==> config.mk <==
export PLATFORM = sky130hd
export DESIGN_NAME = s_memory_responder
export DESIGN_NICKNAME = d
export VERILOG_FILES = /design/src/rtl/s_mem_pkg.sv /design/src/rtl/s_mem_rd_pipe.sv /design/src/rtl/s_memory_responder.sv
export SDC_FILE = /design/constraint.sdc
export NUM_CORES = 2
export LEC_CHECK = 0
export ABC_AREA = 1
export CORE_MARGIN = 4
export CORE_UTILIZATION = 50
export CTS_CLUSTER_SIZE = 12
export DETAILED_ROUTE_END_ITERATION = 16
export PLACE_DENSITY = 0.65
export SETUP_SLACK_MARGIN = 0.05
export SYNTH_ARGS = -nofsm -noshare
export SYNTH_HDL_FRONTEND = slang
export SYNTH_SLANG_ARGS = --single-unit
==> constraint.sdc <==
create_clock -name clk -period 17.1 [get_ports clk]
set_clock_uncertainty 0.1 [all_clocks]
set_input_delay 2.565 -clock clk [delete_from_list [all_inputs] [get_ports clk]]
set_output_delay 2.565 -clock clk [all_outputs]
set_load 0.05 [all_outputs]
==> src/rtl/s_mem_pkg.sv <==
// Shared definitions for the RC4 S-array memory responder.
//   - s_mem_state_e  : responder FSM states (initializing / ready)
//   - DEFAULT_ADDR_W : default address width (depth = 2^ADDR_W)
//   - DEFAULT_DATA_W : default data width
//   - MAX_RD_LATENCY : deepest read pipeline an initiator can tolerate
package s_mem_pkg;

    localparam int unsigned DEFAULT_ADDR_W = 8;
    localparam int unsigned DEFAULT_DATA_W = 8;

    // Initiators sample read data 3 edges after driving the address.
    localparam int unsigned MAX_RD_LATENCY = 3;

    typedef enum logic {
        StInit  = 1'b0,
        StReady = 1'b1
    } s_mem_state_e;

endpackage

==> src/rtl/s_mem_rd_pipe.sv <==
// Free-running read-data shift register.
// Ports:
//   clk   in   clock, rising edge
//   reset in   synchronous active-high reset, clears every stage
//   din   in   DATA_W  data captured into the first stage every edge
//   dout  out  DATA_W  last stage, DEPTH edges after din was captured
module s_mem_rd_pipe #(
    parameter int unsigned DEPTH  = 2,
    parameter int unsigned DATA_W = 8
) (
    input  logic              clk,
    input  logic              reset,
    input  logic [DATA_W-1:0] din,
    output logic [DATA_W-1:0] dout
);

    logic [DATA_W-1:0] stage_q [DEPTH];

    always_ff @(posedge clk) begin
        if (reset) begin
            for (int i = 0; i < DEPTH; i++) begin
                stage_q[i] <= '0;
            end
        end else begin
            stage_q[0] <= din;
            for (int i = 1; i < DEPTH; i++) begin
                stage_q[i] <= stage_q[i-1];
            end
        end
    end

    assign dout = stage_q[DEPTH-1];

endmodule

==> src/rtl/s_memory_responder.sv <==
// Memory-side responder holding the RC4 S-array. After reset (or on
// init_start while ready) it writes S[i] = i to every location, then raises
// ready and serves single-port byte accesses.
// Ports:
//   clk        in   clock, rising edge
//   reset      in   synchronous active-high reset
//   addr_mem   in   ADDR_W  access address, sampled every edge
//   wr_enable  in   write strobe (honoured only while ready)
//   wr_mem     in   DATA_W  write data
//   rd_mem     out  DATA_W  read data, RD_LATENCY edges after address sample
//   init_start in   request re-initialization (honoured only while ready)
//   ready      out  array initialized and accepting accesses
//   access_err out  one-cycle pulse after a write attempted while initializing
module s_memory_responder
    import s_mem_pkg::*;
#(
    parameter int unsigned ADDR_W     = DEFAULT_ADDR_W,
    parameter int unsigned DATA_W     = DEFAULT_DATA_W,
    parameter int unsigned RD_LATENCY = 2
) (
    input  logic              clk,
    input  logic              reset,
    input  logic [ADDR_W-1:0] addr_mem,
    input  logic              wr_enable,
    input  logic [DATA_W-1:0] wr_mem,
    output logic [DATA_W-1:0] rd_mem,
    input  logic              init_start,
    output logic              ready,
    output logic              access_err
);

    localparam int unsigned DEPTH = 1 << ADDR_W;

    // Legal latency is 1..MAX_RD_LATENCY; out-of-range values are clamped.
    localparam int unsigned PIPE_DEPTH =
        (RD_LATENCY < 1) ? 1 :
        (RD_LATENCY > MAX_RD_LATENCY) ? MAX_RD_LATENCY : RD_LATENCY;

    localparam logic [ADDR_W-1:0] LAST_ADDR = {ADDR_W{1'b1}};

    s_mem_state_e      state_q, state_d;
    logic [ADDR_W-1:0] cnt_q, cnt_d;
    logic              access_err_q, access_err_d;
    logic              init_we;
    logic              user_we;

    logic [DATA_W-1:0] mem [DEPTH];

    // Next-state, counter and write-strobe decode.
    always_comb begin
        state_d      = state_q;
        cnt_d        = cnt_q;
        init_we      = 1'b0;
        user_we      = 1'b0;
        access_err_d = 1'b0;

        unique case (state_q)
            StInit: begin
                init_we      = !reset;
                access_err_d = wr_enable;
                // Terminal compare keeps the sweep to a single pass.
                if (cnt_q == LAST_ADDR) begin
                    state_d = StReady;
                    cnt_d   = '0;
                end else begin
                    cnt_d = cnt_q + 1'b1;
                end
            end
            StReady: begin
                user_we = wr_enable && !reset;
                // A same-edge write still commits; the new sweep overwrites it.
                if (init_start) begin
                    state_d = StInit;
                    cnt_d   = '0;
                end
            end
            default: begin
                state_d = StInit;
                cnt_d   = '0;
            end
        endcase
    end

    always_ff @(posedge clk) begin
        if (reset) begin
            state_q      <= StInit;
            cnt_q        <= '0;
            access_err_q <= 1'b0;
        end else begin
            state_q      <= state_d;
            cnt_q        <= cnt_d;
            access_err_q <= access_err_d;
        end
    end

    // Array contents survive reset; the init sweep rewrites them.
    always_ff @(posedge clk) begin
        if (init_we) begin
            mem[cnt_q] <= DATA_W'(cnt_q);
        end else if (user_we) begin
            mem[addr_mem] <= wr_mem;
        end
    end

    // Asynchronous array read feeds stage 1; the non-blocking array update
    // gives read-before-write on a same-address, same-edge access.
    s_mem_rd_pipe #(
        .DEPTH  (PIPE_DEPTH),
        .DATA_W (DATA_W)
    ) u_rd_pipe (
        .clk   (clk),
        .reset (reset),
        .din   (mem[addr_mem]),
        .dout  (rd_mem)
    );

    assign ready      = (state_q == StReady);
    assign access_err = access_err_q;

endmodule

## Word-level counts from Yosys, hierarchy flattened

Memories as Yosys holds them, arrays and structs flattened.
Index checks and enable logic that the tools add are counted.

| storage, ports and cells | value |
|---|---|
| memories kept | 2 |
| memory bits (writable) | 2064 |
| input port bits | 20 |
| logic and storage cells | 36 |
| output and inout bits | 10 |
| register bits after elaboration | 10 |

Memories:

| name | words | bits a word | rd ports | clocked after Yosys merged registers in | wr ports | line | text |
|---|---|---|---|---|---|---|---|
| mem | 256 | 8 | 1 | 0 | 1 | s_memory_responder.sv:47 | `logic [DATA_W-1:0] mem [DEPTH];` |
| u_rd_pipe.stage_q | 2 | 8 | 2 | 0 | 2 | s_mem_rd_pipe.sv:17 | `logic [DATA_W-1:0] stage_q [DEPTH];` |

| cells by class | value |
|---|---|
| equality and inequality tests | 2 |
| add/sub/neg operators | 1 |
| mux-type cells | 21 |
| bitwise logic cells | 3 |
| reduce and logical (&&, ||, !) cells | 4 |

Operators with widths:

| cell | number |
|---|---|
| 2-to-1 mux 8 bit | 6 |
| case mux 8 bit (2 select lines) | 1 |
| 2-to-1 mux 1 bit | 13 |
| adder 8 x 1 -> 8 bit (second input constant) | 1 |
| == test 8 bit (second input constant) | 1 |
| OR reduction 8 bit | 1 |
| != test 2 bit (second input constant) | 1 |
| bitwise OR 1 bit | 2 |
| case mux 1 bit (2 select lines) | 1 |
| OR reduction 2 bit | 1 |
| logical AND 1 bit | 1 |
| logical NOT 1 bit | 1 |
| inverter 1 bit | 1 |

## Longest topological paths before layout

| logic depth | value |
|---|---|
| word-level depth | 8 |
| depth in mapped cells | 15 |
| gate-level depth less buffers | 11 |

## By module

A second synthesis with hierarchy kept.

| second synthesis, totals | value |
|---|---|
| cells, all modules | 7155 |
| area total of the unflattened synthesis | 84070.6 sq um |

By module, submodules not included:

| module | area an instance (sq um) | times used | cells each |
|---|---|---|---|
| s_memory_responder | 83536.4 | 1 | 7097 |
| s_mem_rd_pipe | 534.3 | 1 | 58 |

## Worst setup path after synthesis

OpenSTA, ideal clock, no wires.

| timing path | value |
|---|---|
| kind | in2reg |
| start point | input wr_enable |
| end point | memory mem[0][1] (data pin) |
| stages | 5 |
| library setup time | 2.187 ns |
| arrival | 12.982 ns |
| slack | 1.831 ns |
| path buffers | 2 |
| cells stage by stage | inv_1 -> nor3_4 -> buf_4 -> buf_2 -> o21ai_0 |

| between the ends | value |
|---|---|
| cells in the longest elaborated chain, start to end | 7 |

RTL lines:

| item | line | text |
|---|---|---|
| start: declaration | s_memory_responder.sv:24 | `input logic wr_enable,` |
| logical AND 1 bit | s_memory_responder.sv:70 | `user_we = wr_enable && !reset;` |
| 2-to-1 mux 1 bit | s_memory_responder.sv:57 | `unique case (state_q)` |
| 2-to-1 mux 1 bit | s_memory_responder.sv:100 | `end else if (user_we) begin` |
| 2-to-1 mux 1 bit | s_memory_responder.sv:98 | `if (init_we) begin` |
| 2-to-1 mux 1 bit (not written as such) | s_memory_responder.sv:101 | `mem[addr_mem] <= wr_mem;` |
| OR reduction 8 bit (no line) | -- |  |
| 2-to-1 mux 8 bit (no line) | -- |  |
| end: declaration | s_memory_responder.sv:47 |  |

Every way passes these cells.

==> qor.csv <==
stage,metric,value,unit
timing,max-slew violation count,0,
finish,P&R area growth vs syn,9.67,%
floorplanning,die area,175000,um2
logic_synthesis,Commonest cells post-synth,"nand2_1, edfxtp_1, nand3_1, nor2_1, clkbuf_1",
clocking,TritonCTS buffer count,209,
global_routing,initial antenna violation count,5,
worst_setup_path,worst setup path class,in2reg,
floorplanning,core area,167000,um2
global_routing,GRT Residual Overflow,0,
finish,Nets,7007,
logic_synthesis,"Seq/Total Area, Yosys",0.738,
route,via count,55300,
clocking,cts repair resizes,0,
floorplanning,DIE WIDTH,418,um
finish,share of cells above drive strength 1,0.0545,
timing,crit path time final,6.80,ns
logic_synthesis,ys flop type,edfxtp_1,
worst_setup_path,family with the most delay on the worst path,buffers and inverters,
worst_setup_path,critical path's largest stage delay,0.92,ns
worst_setup_path,RR Startpoint,ready$_SDFF_PP0_,
finish,post-layout instance area,92200,um2
logic_synthesis,Mapped Nets,7178,
timing,hold_ws,0.392,ns
placed_design,placed cell area,85900,um2
global_routing,most crowded layer after global routing,met2,
clocking,clk root buf,clkbuf_16,
worst_setup_path,CP required,17.74,ns
route,DR WL/cell,24.6,um
worst_hold_path,Min-Delay Path Class,reg2reg,
timing,RSZ-0062 raised after global routing,false,
clocking,worst skew pair latency,0.82,ns
job,maxcap violations,0,
power,leakage,32.0,nW
route,DR vias/cell,5.92,
floorplanning,Die Y,418,um
logic_synthesis,Synth top area share,0.732,
clocking,"Setup Fix Bufs, Post-CTS",0,
worst_setup_path,Worst EP arrival,7.44,ns
timing,Setup TNS Final,0,ns
global_routing,met2 usage,0.401,
power,Sw Ratio,0.221,
timing,Setup-failing EPs final,0,
route,ANT nets after route,0,
timing,final hold violations,0,
placed_design,Placer Congestion,0.887,
logic_synthesis,"Avg Cell Area, Syn",11.7,um2
logic_synthesis,Unique masters post-synth,30,
worst_hold_path,Hold EP,cnt_q[1]$_SDFFE_PP0P_,
global_routing,vias in the first global route,52200,
worst_setup_path,worst r2r dst,mem[99][0]$_DFFE_PP_,
power,internal power,8.10,mW
logic_synthesis,YS warnings,0,
worst_setup_path,Critical Path End Type,register,
logic_synthesis,top-count cell post-synth,nand2_1,
worst_hold_path,Hold Path Origin,cnt_q[1]$_SDFFE_PP0P_,
clocking,CTS tree,built,
worst_setup_path,Crit path depth,15,
worst_setup_path,Setup crit start,addr_mem[0],
worst_setup_path,"Cell Chain, Critical Path",buf_8 -> inv_8 -> buf_4 -> buf_4 -> buf_4 -> nand2_1 -> nand3_1 -> nand3_1 -> nand3_1 -> nand3_1 -> nand2_1 -> nor2_1 -> nor2_1 -> nor2_1 -> nor2_1,
timing,fmax,147,MHz
logic_synthesis,Post-synth ARST share,0,
timing,Slew @ Worst Pin,1.26,ns
worst_setup_path,CP bufs+invs,5,
power,Flop pwr share,0.535,
floorplanning,initial core utilization,0.503,
power,combinational power share,0.056,
global_routing,first-pass GRT wire length,342,mm
timing,Slew headroom,0.157,
global_routing,global-route met1 utilization,0.369,
route,routed wire length,230,mm
placed_design,IO buf count,29,
power,clock power share,0.409,
worst_setup_path,Slowest cell on crit path,buf_4,
worst_setup_path,crit path max fanout,135,
logic_synthesis,Synth Register Bits,2074,
worst_hold_path,Cells on Worst Hold Path,2,
clocking,Clock Tree Buf Depth,3,
route,total iterations of the first detailed-routing run,6,
power,Worst VDD drop,0.0830,mV
power,switching power,2.30,mW
power,total power,10.4,mW
timing,Tcrit/Tclk final,0.398,
clocking,CTS Hold Bufs,0,
clocking,htree depth,4,
logic_synthesis,cell area after synthesis,84100,um2
route,Starting DRT DRC Count,7348,
global_routing,GRT Total Usage,0.260,
logic_synthesis,Synth Instances,7157,
global_routing,largest net degree at the start of global routing,218,
logic_synthesis,ranking of synthesized cells by area,"edfxtp_1, nand3_1, nand2_1, nor2_1, clkbuf_1",
floorplanning,Site Rows,150,
route,DRC,0,
clocking,clock net sink count,2074,
floorplanning,I/O Pins,30,
clocking,"CTS clk-pin slew, worst paths",0.06,ns
worst_setup_path,worst r2r path cells,7,
worst_setup_path,register-to-register setup slack,12.97,ns
logic_synthesis,Synth area leader,edfxtp_1,
worst_setup_path,critical path launch point type,primary input,
placed_design,post-DP HPWL,125,mm
global_routing,GRT met3 Usage,0.0477,
logic_synthesis,number of flops mapped to enable cells by yosys,2048,
power,Pwr Density,113,nW/um2
run_status,status,completed,
-- worst max-delay path by stage --
stage	to	slack, ns
5_1_grt	u_rd_pipe.stage_q[0][2]$_SDFF_PP0_	10.11
3_5_place_dp	u_rd_pipe.stage_q[0][7]$_SDFF_PP0_	9.64
6_report	u_rd_pipe.stage_q[0][3]$_SDFF_PP0_	10.30
4_1_cts	u_rd_pipe.stage_q[0][3]$_SDFF_PP0_	10.54
2_1_floorplan	mem[0][1]$_DFFE_PP_	1.83
3_3_place_gp	u_rd_pipe.stage_q[0][4]$_SDFF_PP0_	9.71
-- state kept, by name (all words and copies together), names as in the netlist --
signal	cells
mem	2048
access_err	1
ready	1
u_rd_pipe.stage_q	16
cnt_q	8
-- worst register-to-register path: cells and delay by family (launching register included) --
kind,cells,cell delay [ns]
AND/OR/NAND/NOR,4,2.52
buffers and inverters,3,0.70
flip-flops,1,0.43
-- layer usage --
metal / share of wire / wire [um] / vias up
li1: - / - / 25000
met1: 0.40 / 92000 / 27100
met2: 0.46 / 107000 / 2827
met3: 0.094 / 21700 / 458
met4: 0.040 / 9270 / 0
met5: 0 / 0 / -
-- through the flow --
| stage | setup WS, ns | utilization | instances |
|---|---|---|---|
| 4_1_cts | 10.54 | 0.551 | 9336 |
| 3_5_place_dp | 9.64 | 0.514 | 8979 |
| 3_3_place_gp | 9.71 | 0.514 | 8979 |
| 6_report | 10.30 | 0.551 | 9343 |
| 2_1_floorplan | 1.83 | - | 7157 |
| 5_1_grt | 10.11 | 0.551 | 9337 |
-- cell type report --
class / count / area [um2]
well taps: 2204 / 2760
fillers: 13800 / 75000
multi-input cells: 4525 / 19800
repair buffers: 113 / 1050
clock buffers: 293 / 5800
diodes: 7 / 17.5
clock inverters: 64 / 475
inverters: 63 / 262
flip-flops and latches: 2074 / 62000
-- kinds of logic (layout without fill, tap and decap cells) --
| group | count (synthesis) | after routing | synth area share |
|---|---|---|---|
| AO/OA/AOI/OAI | 94 | 94 | 0.00653 |
| XOR/XNOR | 1 | 1 | 0.000104 |
| adder cells (fa/ha/maj) | 1 | 1 | 0.000149 |
| buffers and inverters | 558 | 533 | 0.0278 |
| flip-flops | 2074 | 2074 | 0.738 |
| other | 0 | 7 | 0 |
| AND/OR/NAND/NOR | 4429 | 4429 | 0.228 |
-- power groups by stage --
stage	combinational (mW)	clock (mW)	sequential (mW)
after global placement	0.568	0	5.67
final	0.582	4.26	5.56
after detailed placement	0.573	0	5.67
after floorplan	0.358	0	5.70
after global routing	0.626	4.53	5.56
after CTS	0.575	4.30	5.56
-- cell usage in the layout (no fill, tap or decap), drive strengths merged, types with 4 or more instances in the layout --
master / synthesis / layout
a21oi: 29 / 29
bufinv: 0 / 4
nand2: 2103 / 2103
clkinv: 0 / 55
o21ai: 44 / 44
clkbuf: 270 / 293
dfxtp: 26 / 26
clkdlybuf4s50: 0 / 23
o22ai: 17 / 17
nor2: 389 / 389
edfxtp: 2048 / 2048
buf: 225 / 90
nand3: 1932 / 1932
inv: 63 / 68
nor3: 4 / 4
diode: 0 / 7
Power figures use the tool's default switching activity.
